[config.mk]
export PLATFORM = sky130hd
export DESIGN_NAME = if_fetch_stage
export DESIGN_NICKNAME = d
export VERILOG_FILES = /design/src/rtl/if_fetch_stage_pkg.sv /design/src/rtl/if_fetch_stage_pc_reg.sv /design/src/rtl/if_fetch_stage.sv
export SDC_FILE = /design/constraint.sdc
export NUM_CORES = 1
export LEC_CHECK = 0
export CAP_MARGIN = 20
export CORE_MARGIN = 1.5
export CORE_UTILIZATION = 40
export DETAILED_ROUTE_END_ITERATION = 8
export PLACE_DENSITY_LB_ADDON = 0.3
export SETUP_SLACK_MARGIN = 0.4
export SLEW_MARGIN = 20
export SYNTH_ARGS = -nofsm -noshare
export SYNTH_HDL_FRONTEND = slang
export SYNTH_SLANG_ARGS = --single-unit
[constraint.sdc]
create_clock -name clk -period 12.6 [get_ports clk]
set_input_delay 2.52 -clock clk [delete_from_list [all_inputs] [get_ports clk]]
set_output_delay 2.52 -clock clk [all_outputs]
set_load 0.05 [all_outputs]
[src/rtl/if_fetch_stage_pkg.sv]
// if_fetch_stage_pkg: shared fetch-stage state codes and constants
package if_fetch_stage_pkg;
    typedef enum logic [1:0] {
        IF_FETCH = 2'd0,
        IF_HOLD  = 2'd1,
        IF_DRAIN = 2'd2
    } if_state_t;
    localparam logic [31:0] NOP_INSTR = 32'h0;
    localparam logic [31:0] PC_INC    = 32'd4;
    function automatic logic [31:0] word_align(input logic [31:0] a);
        return a & ~32'h3;
    endfunction
endpackage

[src/rtl/if_fetch_stage_pc_reg.sv]
// if_pc_reg: program counter with async reset, load and +4 increment (load wins)
module if_pc_reg #(
    parameter logic [31:0] RESET_PC = 32'h0000_0000
) (
    input  logic        clk,
    input  logic        rst,
    input  logic        i_load,
    input  logic        i_inc,
    input  logic [31:0] i_load_val,
    output logic [31:0] o_pc
);
    import if_fetch_stage_pkg::*;
    logic [31:0] r_pc;
    always_ff @(posedge clk or posedge rst)
        if (rst)
            r_pc <= RESET_PC;
        else if (i_load)
            r_pc <= i_load_val;
        else if (i_inc)
            r_pc <= r_pc + PC_INC;
    assign o_pc = r_pc;
endmodule

[src/rtl/if_fetch_stage.sv]
// if_fetch_stage: PC ownership, imem req/ack handshake, freeze hold and branch redirect drain
module if_fetch_stage #(
    parameter logic [31:0] RESET_PC = 32'h0000_0000
) (
    input  logic        clk,
    input  logic        rst,
    input  logic        freeze,
    input  logic        branch_taken,
    input  logic [31:0] branch_addr,
    output logic        imem_req,
    output logic [31:0] imem_addr,
    input  logic        imem_ack,
    input  logic [31:0] imem_rdata,
    output logic [31:0] pc_out,
    output logic [31:0] instruction,
    output logic        valid,
    output logic        fetch_stall
);
    import if_fetch_stage_pkg::*;
    if_state_t   r_state, w_next;
    logic [31:0] r_redirect, r_hold_instr, r_hold_pc;
    logic [31:0] w_pc, w_pc4, w_baddr, w_load_val, w_instr, w_pc_out;
    logic        w_load, w_inc, w_req, w_valid, w_hold_en, w_redir_en;

    assign w_pc4   = w_pc + PC_INC;
    assign w_baddr = word_align(branch_addr);

    if_pc_reg #(.RESET_PC(RESET_PC)) u_pc (
        .clk        (clk),
        .rst        (rst),
        .i_load     (w_load),
        .i_inc      (w_inc),
        .i_load_val (w_load_val),
        .o_pc       (w_pc)
    );

    always_ff @(posedge clk or posedge rst)
        if (rst) begin
            r_state      <= IF_FETCH;
            r_redirect   <= '0;
            r_hold_instr <= '0;
            r_hold_pc    <= '0;
        end else begin
            r_state <= w_next;
            if (w_redir_en)
                r_redirect <= w_baddr;
            if (w_hold_en) begin
                r_hold_instr <= imem_rdata;
                r_hold_pc    <= w_pc4;
            end
        end

    always_comb begin
        w_next     = r_state;
        w_load     = 1'b0;
        w_load_val = w_baddr;
        w_inc      = 1'b0;
        w_req      = 1'b0;
        w_valid    = 1'b0;
        w_instr    = NOP_INSTR;
        w_pc_out   = '0;
        w_hold_en  = 1'b0;
        w_redir_en = 1'b0;
        case (r_state)
            IF_FETCH: begin
                w_req    = 1'b1;
                w_valid  = imem_ack & ~branch_taken;
                w_instr  = w_valid ? imem_rdata : NOP_INSTR;
                w_pc_out = w_valid ? w_pc4 : '0;
                if (branch_taken & imem_ack)
                    w_load = 1'b1;
                else if (branch_taken) begin
                    w_redir_en = 1'b1;
                    w_next     = IF_DRAIN;
                end else if (imem_ack & ~freeze)
                    w_inc = 1'b1;
                else if (imem_ack) begin
                    w_hold_en = 1'b1;
                    w_next    = IF_HOLD;
                end
            end
            IF_HOLD: begin
                w_valid  = 1'b1;
                w_instr  = r_hold_instr;
                w_pc_out = r_hold_pc;
                if (branch_taken) begin
                    w_load = 1'b1;
                    w_next = IF_FETCH;
                end else if (~freeze) begin
                    w_inc  = 1'b1;
                    w_next = IF_FETCH;
                end
            end
            IF_DRAIN: begin
                // the outstanding read must complete before the redirect target is fetched
                w_req      = 1'b1;
                w_redir_en = branch_taken;
                w_load_val = branch_taken ? w_baddr : r_redirect;
                w_load     = imem_ack;
                w_next     = imem_ack ? IF_FETCH : IF_DRAIN;
            end
            default: w_next = IF_FETCH;
        endcase
    end

    assign imem_req    = ~rst & w_req;
    assign imem_addr   = rst ? RESET_PC : w_pc;
    assign valid       = ~rst & w_valid;
    assign instruction = rst ? NOP_INSTR : w_instr;
    assign pc_out      = rst ? 32'h0 : w_pc_out;
    assign fetch_stall = ~rst & ~w_valid;
endmodule

==> key figures, run 1 <==
Die
  – Die height: 133 um
  – Total I/O pin count: 168
  – Row count: 47
  – Core area: 16,600 um^2
  – Die Footprint: 17,800 um^2
  – Starting Density: 40.9%
  – Die Wd: 133 um

Critical path
  – CP Launch Type: input port
  – Crit path max fanout: 49
  – Crit path required time: 10,080 ps
  – R2R cell count: 5
  – CP Capture Type: output pin
  – Arrival @ worst endpoint: 5290 ps
  – Slowest-stage cell, CP: clkdlybuf4s50_1
  – Slowest Stage Delay on Critical Path: 880 ps
  – Internal reg-to-reg setup slack: 9770 ps
  – Reg2reg end: r_hold_pc[3]
  – Reg2Reg Launch Point: r_state[0]
  – CP Class: in2out
  – Crit path cell chain: clkdlybuf4s50_1, buf_4, inv_4, and2_0, buf_4, nand2_1, o21ai_0, clkdlybuf4s50_1

Drt
  – Drt wl/cell: 16.8 um
  – DRC viols: 0
  – Wire length on met3: 839 um
  – Met1 WL: 8580 um
  – DR pass1 iterations: 5
  – Vias: 5,844
  – Met2 wire len: 8530 um
  – Wirelength, routed: 18,300 um
  – Uppermost layer routed: met4
  – Via density: 5.36
  – Iter 0 DRT Violations: 498
  – Routed Antenna Nets: 0

STA
  – Max-slew violations: 0
  – Post-route setup TNS: 0 ps
  – Final worst slack: 4790 ps
  – Final Hold Vio Count: 0
  – Slew HR: 32.1%
  – Worst Clk Skew: 7.44 ps
  – Fmax: 128 MHz
  – Final worst-path cycle share: 62.0%
  – Slew of the pin with the lowest slew margin: 1020 ps
  – Tmin final: 7810 ps
  – Count of final setup violators: 0
  – RSZ-0062 raised after global routing: no

Global route
  – First-pass GRT wire length: 30,000 um
  – Largest net degree at the start of global routing: 79
  – Number of antenna violations at the first check in global routing: 0
  – Total grt overflow: 0
  – All-Layer GR Usage: 21.4%
  – Vias in the first global route: 5,663

Logic synthesis
  – Cells after Synth: 722
  – Post-synthesis sequential area ratio: 45.7%
  – Syn_area_per_cell: 9.40 um^2
  – Yosys warnings: 0
  – Number of synthesized flops with an enable pin: 0
  – Synth unique cells: 52
  – Async SR Flop Fraction: 100%
  – #FFs+latches synth: 124
  – Primary FF master, synth: dfrtp_1
  – Synth Cell Area: 6780 um^2

Clock network
  – Hold buffer count at CTS: 0
  – Worst-path clk slew: 50 ps
  – Root buffer cell: clkbuf_16
  – CTS resizes: 0
  – Clock Tree Buf Depth: 2
  – Clock latency on the worst-skew pair: 410 ps
  – H-tree lvl count: 4
  – Post-CTS setup buffers: 0
  – CTS tree: yes
  – TritonCTS Buffers: 17
  – Sink Count: 124

Min path
  – Worst hold stages: 2
  – Min-Delay Startpoint: r_hold_pc[6]
  – Worst Hold Endpoint: r_hold_pc[6]
  – Hold Path Class: reg2reg

Final layout
  – Area Overhead vs Synth: 34.5%
  – Final net count: 929
  – Diode count: 0
  – Layout cell share with drive strength beyond 1: 13.0%
  – Fillers: 1,553

Placement
  – Post-Place Setup Slack: 4730 ps
  – Post-DP HPWL: 12,100 um
  – GPL Wtd Cong: 0.794
  – PortBufs: 161

Power
  – Static leakage: 0.00372 uW
  – Worst vdd ir: 0.000102 V
  – P_int: 943 uW
  – Switching Fraction: 31.4%
  – Final Total Pwr: 1370 uW
  – PwrDens: 151 nW/um^2
  – Sequential group share of total power: 40.4%
  – Psw: 431 uW
  – Logic pwr share: 24.5%
  – Clock power frac: 35.1%

Flow run
  – Max-capacitance violation count: 0

Outcome
  – Outcome: complete, no violations
==> cells in the mapped netlist, types with 17 or more instances <==
cell | instances | area share [%]
nor2b_1 | 19 | 1.8
o21ai_0 | 76 | 5.6
mux2i_1 | 18 | 2.7
nor2_1 | 71 | 3.9
nand2_1 | 93 | 5.1
a21oi_1 | 35 | 2.6
clkbuf_1 | 36 | 2.0
dfrtp_1 | 124 | 46
nand3_1 | 17 | 1.3
a22oi_1 | 33 | 3.7
xnor2_1 | 20 | 2.6
inv_1 | 17 | 0.94
mux2_2 | 61 | 10
==> cell usage in the layout (no fill, tap or decap), types with 8 or more instances in the layout <==
cell	count
xnor2_1	20
nor2_1	71
clkbuf_16	17
mux2i_1	18
buf_4	11
nand3_1	17
o32a_1	13
o21ai_0	76
nand2_1	92
inv_1	16
dfrtp_1	124
a22oi_1	33
nor2b_1	18
mux2_2	61
xor2_1	8
a21oi_1	35
clkdlybuf4s50_1	161
==> power by group through the flow <==
stage | sequential, uW | combinational (uW) | clock, uW
CTS | 554 | 340 | 491
global route | 569 | 367 | 508
floorplan | 538 | 248 | 0
finish | 556 | 337 | 482
global placement | 555 | 334 | 0
detailed placement | 560 | 339 | 0
==> per-stage QoR <==
step	util, %	hold WS, ps	cells	cell area (um^2)
after CTS	55.0	482	1091	9120
after detailed placement	51.5	470	1060	8540
final	55.0	478	1091	9120
after global placement	51.5	461	1060	8540
after floorplan	-	450	725	6800
after global routing	55.0	492	1091	9120
==> worst max-delay path by stage <==
stage,slack (ps),cells after the start,to,startpoint
after floorplan,3490,5,instruction[27],rst
after detailed placement,4730,8,pc_out[14],rst
after global routing,4530,8,pc_out[13],rst
after CTS,4710,8,pc_out[11],rst
final,4790,8,pc_out[11],rst
after global placement,4690,8,pc_out[15],rst
==> critical path: cells and delay by family <==
kind                   cells  cell delay [ps]
buffers and inverters      5             2310
AO/OA/AOI/OAI              1              150
AND/OR/NAND/NOR            2              280
==> logic make-up (layout without fill, tap and decap cells) <==
family / after synthesis / after routing / synth area share (%)
AND/OR/NAND/NOR: 235 / 235 / 16.2
multiplexers: 81 / 81 / 13.1
buffers and inverters: 75 / 221 / 4.78
XOR/XNOR: 28 / 28 / 3.61
other: 1 / 4 / 0.0553
AO/OA/AOI/OAI: 177 / 177 / 16.3
flip-flops: 124 / 124 / 45.7
adder cells (fa/ha/maj): 1 / 1 / 0.184
==> layout make-up <==
class	instances	area (um^2)	area share (%)
Sequential cell	124	3100	34.0
Multi-Input combinational cell	526	3390	37.2
Timing Repair Buffer	173	1710	18.7
Clock inverter	7	87.6	0.960
Inverter	17	66.3	0.727
Tap cell	220	275	3.02
Clock buffer	24	492	5.39
==> routing by layer <==
| layer | global-route usage, % | vias to the layer above |
|---|---|---|
| met1 | 29.6 | 2844 |
| met2 | 33.6 | 173 |
| met4 | 7.25 | 0 |
| li1 | - | 2803 |
| met5 | 0 | - |
| met3 | 4.19 | 24 |
==> sequential cells by signal, summed over array words and instances (netlist names) <==
register      cells
r_hold_instr     32
r_hold_pc        30
r_redirect       30
r_state           2
u_pc.o_pc        30
(Power assumes the default switching activity.)
==> inputs of run 2 (changes only) <==
- clock period: 12.6 -> 7 ns (I/O delays scaled with it)
==> run 2 against run 1 <==
Net effect: worst setup slack got worse by 2900 ps; sequential power up 80%; via count shrank 0.44%; clock-buffer cell count is 3 lower; non-clock buffer count up 1; register-to-register slack worse by 5600 ps; combinational power is 79% higher; power up 88%; cell count increased by 0.18%; highest routed layer unchanged; critical path depth down 2; global-route usage decreased by 0.40 points; critical path type unchanged.
==> key figures, run 2 (synthesis gave the netlist of run 1 again) <==
Outcome
  – Outcome: complete, no violations

Power
  – PwrDens: 285 nW/um^2 (+89%)
  – P_int: 1790 uW (+90%)
  – Clock power frac: 38.0% (+2.9 points)
  – Sequential group share of total power: 38.7% (-1.7 points)
  – Psw: 790 uW (+83%)
  – Worst vdd ir: 0.000169 V (+65%)
  – Logic pwr share: 23.4% (-1.1 points)
  – Switching Fraction: 30.6% (-0.83 points)
  – Static leakage: 0.00387 uW (+4.1%)

Global route
  – Vias in the first global route: 5,586 (-1.4%)
  – All-Layer GR Usage: 21.0% (-0.40 points)
  – Total grt overflow: 0 (unchanged)
  – Largest net degree at the start of global routing: 69 (-13%)
  – First-pass GRT wire length: 29,500 um (-1.6%)
  – Number of antenna violations at the first check in global routing: 0 (unchanged)

Critical path
  – CP Capture Type: output pin
  – Arrival @ worst endpoint: 3700 ps (-1590 ps)
  – Crit path max fanout: 7 (-86%)
  – CP Class: in2out
  – Crit path required time: 5600 ps (-4480 ps)
  – CP Launch Type: input port

Drt
  – Routed Antenna Nets: 0 (unchanged)
  – Vias: 5,818 (-0.44%)
  – Wire length on met3: 1160 um (+38%)
  – DRC viols: 0 (unchanged)
  – Wirelength, routed: 18,300 um (-0.14%)
  – Drt wl/cell: 16.7 um (-0.32%)
  – DR pass1 iterations: 7 (+2)
  – Met2 wire len: 8520 um (about the same)
  – Met1 WL: 8320 um (-3.1%)
  – Iter 0 DRT Violations: 450 (-9.6%)
  – Uppermost layer routed: met4
  – Via density: 5.32 (-0.63%)

STA
  – Max-slew violations: 0 (unchanged)
  – Worst Clk Skew: 6.92 ps (-0.528 ps)
  – Final worst-path cycle share: 72.8%
  – Final Hold Vio Count: 0 (unchanged)
  – WHS: 478 ps (+0.332 ps)
  – RSZ-0062 raised after global routing: no
  – Slew of the pin with the lowest slew margin: 996 ps (-23.1 ps)
  – Count of final setup violators: 0 (unchanged)
  – Post-route setup TNS: 0 ps (unchanged)
  – Slew HR: 33.6% (+1.5 points)
  – Fmax: 196 MHz
  – Tmin final: 5100 ps

Clock network
  – Post-CTS setup buffers: 0 (unchanged)
  – CTS tree: yes
  – Hold buffer count at CTS: 0 (unchanged)
  – Clock latency on the worst-skew pair: 420 ps (about the same)
  – H-tree lvl count: 4 (unchanged)
  – CTS resizes: 0 (unchanged)
  – Sink Count: 124 (unchanged)
  – Clock Tree Buf Depth: 2 (unchanged)
  – Worst-path clk slew: 50 ps (about the same)
  – TritonCTS Buffers: 17 (unchanged)
  – Root buffer cell: clkbuf_16

Flow run
  – Max-capacitance violation count: 0 (unchanged)

Final layout
  – Layout cell share with drive strength beyond 1: 20.4% (+7.4 points)
  – Most frequent cells in the layout: 124 x dfrtp_1, 100 x clkdlybuf4s50_1, 92 x nand2_1
  – Max reg flops: 32 (unchanged)
  – Top reg by flops: r_hold_instr
  – Final core occ: 54.6% (-0.41 points)
  – Commonest non-fill, non-tap cell in the layout: dfrtp_1
  – Area Overhead vs Synth: 33.5%
  – Design area: 9050 um^2 (-0.74%)
  – Final net count: 930 (+0.11%)
  – Diode count: 0 (unchanged)

Placement
  – GPL Wtd Cong: 0.833 (+4.9%)
  – Post-DP HPWL: 12,200 um (+1.0%)
  – Post-DP Area: 8390 um^2 (-1.7%)
  – PortBufs: 161 (unchanged)

Die
  – Die Footprint: 17,800 um^2 (unchanged)
  – Die height: 133 um (unchanged)
  – Core area: 16,600 um^2 (unchanged)
  – Row count: 47 (unchanged)
  – Starting Density: 40.9% (unchanged)
  – Die Wd: 133 um (unchanged)
  – Total I/O pin count: 168 (unchanged)

Min path
  – Hold Path Class: reg2reg
==> run 2: cell types whose count changed in the layout (fill, tap and decap cells not counted), sizes merged <==
cell,delta
buf,+62
inv,-1
clkinvlp,+2
clkdlybuf4s50,-61
clkbuf,-3
bufinv,+3
==> run 2: per-stage QoR <==
stage | setup WS, ps | total power [uW] | cells
final | 1900 | 2580 | 1093
after detailed placement | 1890 | 1610 | 1061
after CTS | 1910 | 2600 | 1093
after global placement | 1940 | 1600 | 1061
after global routing | 1790 | 2710 | 1093
after floorplan | 1180 | 1420 | 725
==> run 2: worst max-delay path, stage by stage <==
cell	delay, ps
clkdlybuf4s50_1	560
nor2_1	260
nand3b_1	260
o21ai_0	250
and2_1	170
clkdlybuf4s50_1	800
==> run 2: per-layer routing <==
layer | track usage (%) | vias to the layer above
li1 | - | 2801
met1 | 28.7 | 2796
met2 | 33.5 | 199
met3 | 4.53 | 22
met4 | 6.28 | 0
met5 | 0 | -
==> run 2: worst paths after layout <==
check,end,cells after the start,from,slack (ps)
worst max register to register,r_hold_instr[9],5,r_state[0],4220
worst min-delay path,r_hold_pc[27],2,r_hold_pc[27],480
worst min register to register,r_hold_pc[27],2,r_hold_pc[27],480
min in group asynchronous,r_hold_instr[5],4,rst,1920
worst max-delay path,pc_out[7],6,branch_taken,1900
max in group asynchronous,r_hold_instr[28],5,rst,3790
==> run 2: power by group through the flow <==
stage               logic, uW  registers (uW)  clock network, uW
finish                    603             999                982
global route              657            1020               1030
detailed placement        606            1010                  0
CTS                       609             996                999
floorplan                 447             969                  0
global placement          598            1000                  0
==> run 2: cell type report <==
type,instances,area (um^2)
well taps,220,275
fillers,1537,7530
inverters,17,67.6
flip-flops and latches,124,3100
clock buffers,21,470
clock inverters,11,189
repair buffers,174,1560
multi-input cells,526,3390
==> inputs of run 3 (changes only) <==
- clock period: 7 -> 4.3 ns (I/O delays scaled with it)
==> run 3 against run 2 <==
Net effect: clock skew rose by 9.2 ps; clock power rose by 62%; largest cell class unchanged; global-route usage fell by 0.53 points; via count fell by 0.34%; non-clock buffer count rose by 5; die area did not move; worst hold slack improved by 0.86 ps; power rose by 66%; combinational power rose by 74%; sequential share of layout area fell by 1.8 points; clock-buffer cell count rose by 4.
==> key figures, run 3 (synthesis gave the netlist of run 1 again) <==
Placement
  – Post-DP Area: 8890 um^2 (+5.9%)
  – PortBufs: 161 (unchanged)
  – GPL Wtd Cong: 0.826 (-0.86%)
  – Post-DP HPWL: 12,600 um (+3.2%)

STA
  – Slew of the pin with the lowest slew margin: 897 ps (-98.7 ps)
  – Count of final setup violators: 0 (unchanged)
  – Tmin final: 3710 ps
  – Worst Clk Skew: 16.2 ps (+9.25 ps)
  – Final worst-path cycle share: 86.2%
  – Final Hold Vio Count: 0 (unchanged)
  – WHS: 479 ps (+0.863 ps)
  – RSZ-0062 raised after global routing: no
  – Fmax: 270 MHz
  – Slew HR: 40.2% (+6.6 points)
  – Max-slew violations: 0 (unchanged)

Final layout
  – Layout cell share with drive strength beyond 1: 32.6% (+12 points)
  – Design area: 9570 um^2 (+5.7%)
  – Max reg flops: 32 (unchanged)
  – Final core occ: 57.7% (+3.1 points)
  – Top reg by flops: r_hold_instr
  – Area Overhead vs Synth: 41.1%
  – Diode count: 0 (unchanged)
  – Most frequent cells in the layout: 124 x dfrtp_1, 109 x buf_4, 70 x nand2_1
  – Commonest non-fill, non-tap cell in the layout: dfrtp_1
  – Final net count: 935 (+0.54%)

Drt
  – Via density: 5.29 (-0.71%)
  – DR pass1 iterations: 5 (-2)
  – Routed Antenna Nets: 0 (unchanged)
  – Vias: 5,798 (-0.34%)
  – Wirelength, routed: 18,000 um (-1.2%)
  – Iter 0 DRT Violations: 415 (-7.8%)
  – DRC viols: 0 (unchanged)
  – Drt wl/cell: 16.4 um (-1.5%)

Critical path
  – CP Launch Type: flop
  – Crit path max fanout: 10 (+3)
  – CP bufs+invs: 1 (-1)
  – Slowest-stage cell, CP: dfrtp_1
  – CP Capture Type: output pin
  – Slowest Stage Delay on Critical Path: 490 ps (-310 ps)
  – Top delay family on crit path: simple AND/OR/NAND/NOR gates
  – Crit path cell chain: ha_1, nand4_1, nor2_4, nand4_1, xnor2_1, o21ai_4, buf_4
  – Most frequent CP cell: nand4_1
  – Arrival @ worst endpoint: 2850 ps (-850 ps)
  – Crit path required time: 3440 ps (-2160 ps)
  – CP Class: reg2out

Outcome
  – Outcome: complete, no violations

Global route
  – First-pass GRT wire length: 28,800 um (-2.3%)
  – All-Layer GR Usage: 20.4% (-0.53 points)
  – Total grt overflow: 0 (unchanged)
  – Largest net degree at the start of global routing: 65 (-5.8%)
  – Number of antenna violations at the first check in global routing: 0 (unchanged)
  – Vias in the first global route: 5,384 (-3.6%)

Power
  – Clock power frac: 37.2% (-0.8 points)
  – P_int: 2960 uW (+65%)
  – Logic pwr share: 24.5% (+1.1 points)
  – Static leakage: 0.00406 uW (+4.7%)
  – PwrDens: 447 nW/um^2 (+57%)
  – Switching Fraction: 30.8% (+0.29 points)
  – Worst vdd ir: 0.000313 V (+85%)
  – Psw: 1320 uW (+67%)
  – Sequential group share of total power: 38.2% (-0.5 points)

Clock network
  – Root buffer cell: clkbuf_16
  – CTS tree: yes
  – TritonCTS Buffers: 17 (unchanged)
  – Clock Tree Buf Depth: 2 (unchanged)
  – Hold buffer count at CTS: 0 (unchanged)
  – Clock latency on the worst-skew pair: 420 ps (about the same)
  – Sink Count: 124 (unchanged)
  – Worst-path clk slew: 50 ps (about the same)
  – H-tree lvl count: 4 (unchanged)

Flow run
  – Max-capacitance violation count: 0 (unchanged)

Die
  – Starting Density: 40.9% (unchanged)
  – Core area: 16,600 um^2 (unchanged)
  – Die height: 133 um (unchanged)
  – Die Wd: 133 um (unchanged)
  – Total I/O pin count: 168 (unchanged)
  – Die Footprint: 17,800 um^2 (unchanged)
  – Row count: 47 (unchanged)

Min path
  – Hold Path Class: reg2reg
==> run 3: worst paths after layout <==
path	from	end	slack [ps]	cells after the start
worst max-delay path	u_pc.o_pc[2]	pc_out[30]	590	7
worst min-delay path	r_hold_pc[7]	r_hold_pc[7]	480	2
worst max register to register	r_state[0]	u_pc.o_pc[22]	1790	5
worst min register to register	r_hold_pc[7]	r_hold_pc[7]	480	2
max in group asynchronous	rst	r_hold_pc[30]	1370	5
min in group asynchronous	rst	r_hold_pc[15]	1210	3
==> run 3: area by class of cell <==
type,count,area [um^2]
fillers,1448,7010
multi-input cells,526,3910
flip-flops and latches,124,3100
repair buffers,179,1550
clock buffers,25,505
well taps,220,275
clock inverters,6,155
inverters,17,67.6
==> run 3: timing repair <==
item                                    CTS  global route
pin swaps                                 0             0
endpoints found under the hold margin     0             0
setup buffers                             1             0
resized for setup                         0             2
endpoints found under the setup margin   17             4
==> run 3: power groups by stage <==
| stage | clock (uW) | combinational (uW) | sequential (uW) |
|---|---|---|---|
| 5_1_grt | 1680 | 1140 | 1670 |
| 3_3_place_gp | 0 | 1040 | 1640 |
| 3_5_place_dp | 0 | 1050 | 1650 |
| 6_report | 1590 | 1050 | 1640 |
| 4_1_cts | 1620 | 1060 | 1630 |
| 2_1_floorplan | 0 | 802 | 1590 |
==> run 3: metal layers <==
layer	vias to the layer above	GRT usage [%]	part of all wire, %
met5	-	0	0
met4	0	6.76	1.2
met3	17	4.19	5.5
met2	182	30.3	45
met1	2774	29.9	49
li1	2825	-	-
==> run 3: worst register-to-register path, delay by kind of cell (launching register included) <==
family	cells	cell delay (ps)
and+or+nand+nor	3	1320
DFF	1	590
AOI/OAI and AO/OA	2	470
==> run 3: per-stage QoR <==
step,setup TNS (ps),total power [uW],instances,setup slack [ps]
3_3_place_gp,0,2670,1065,349
6_report,0,4280,1097,592
4_1_cts,0,4310,1097,541
5_1_grt,0,4480,1097,501
2_1_floorplan,-6350,2390,725,-179
3_5_place_dp,0,2700,1065,360
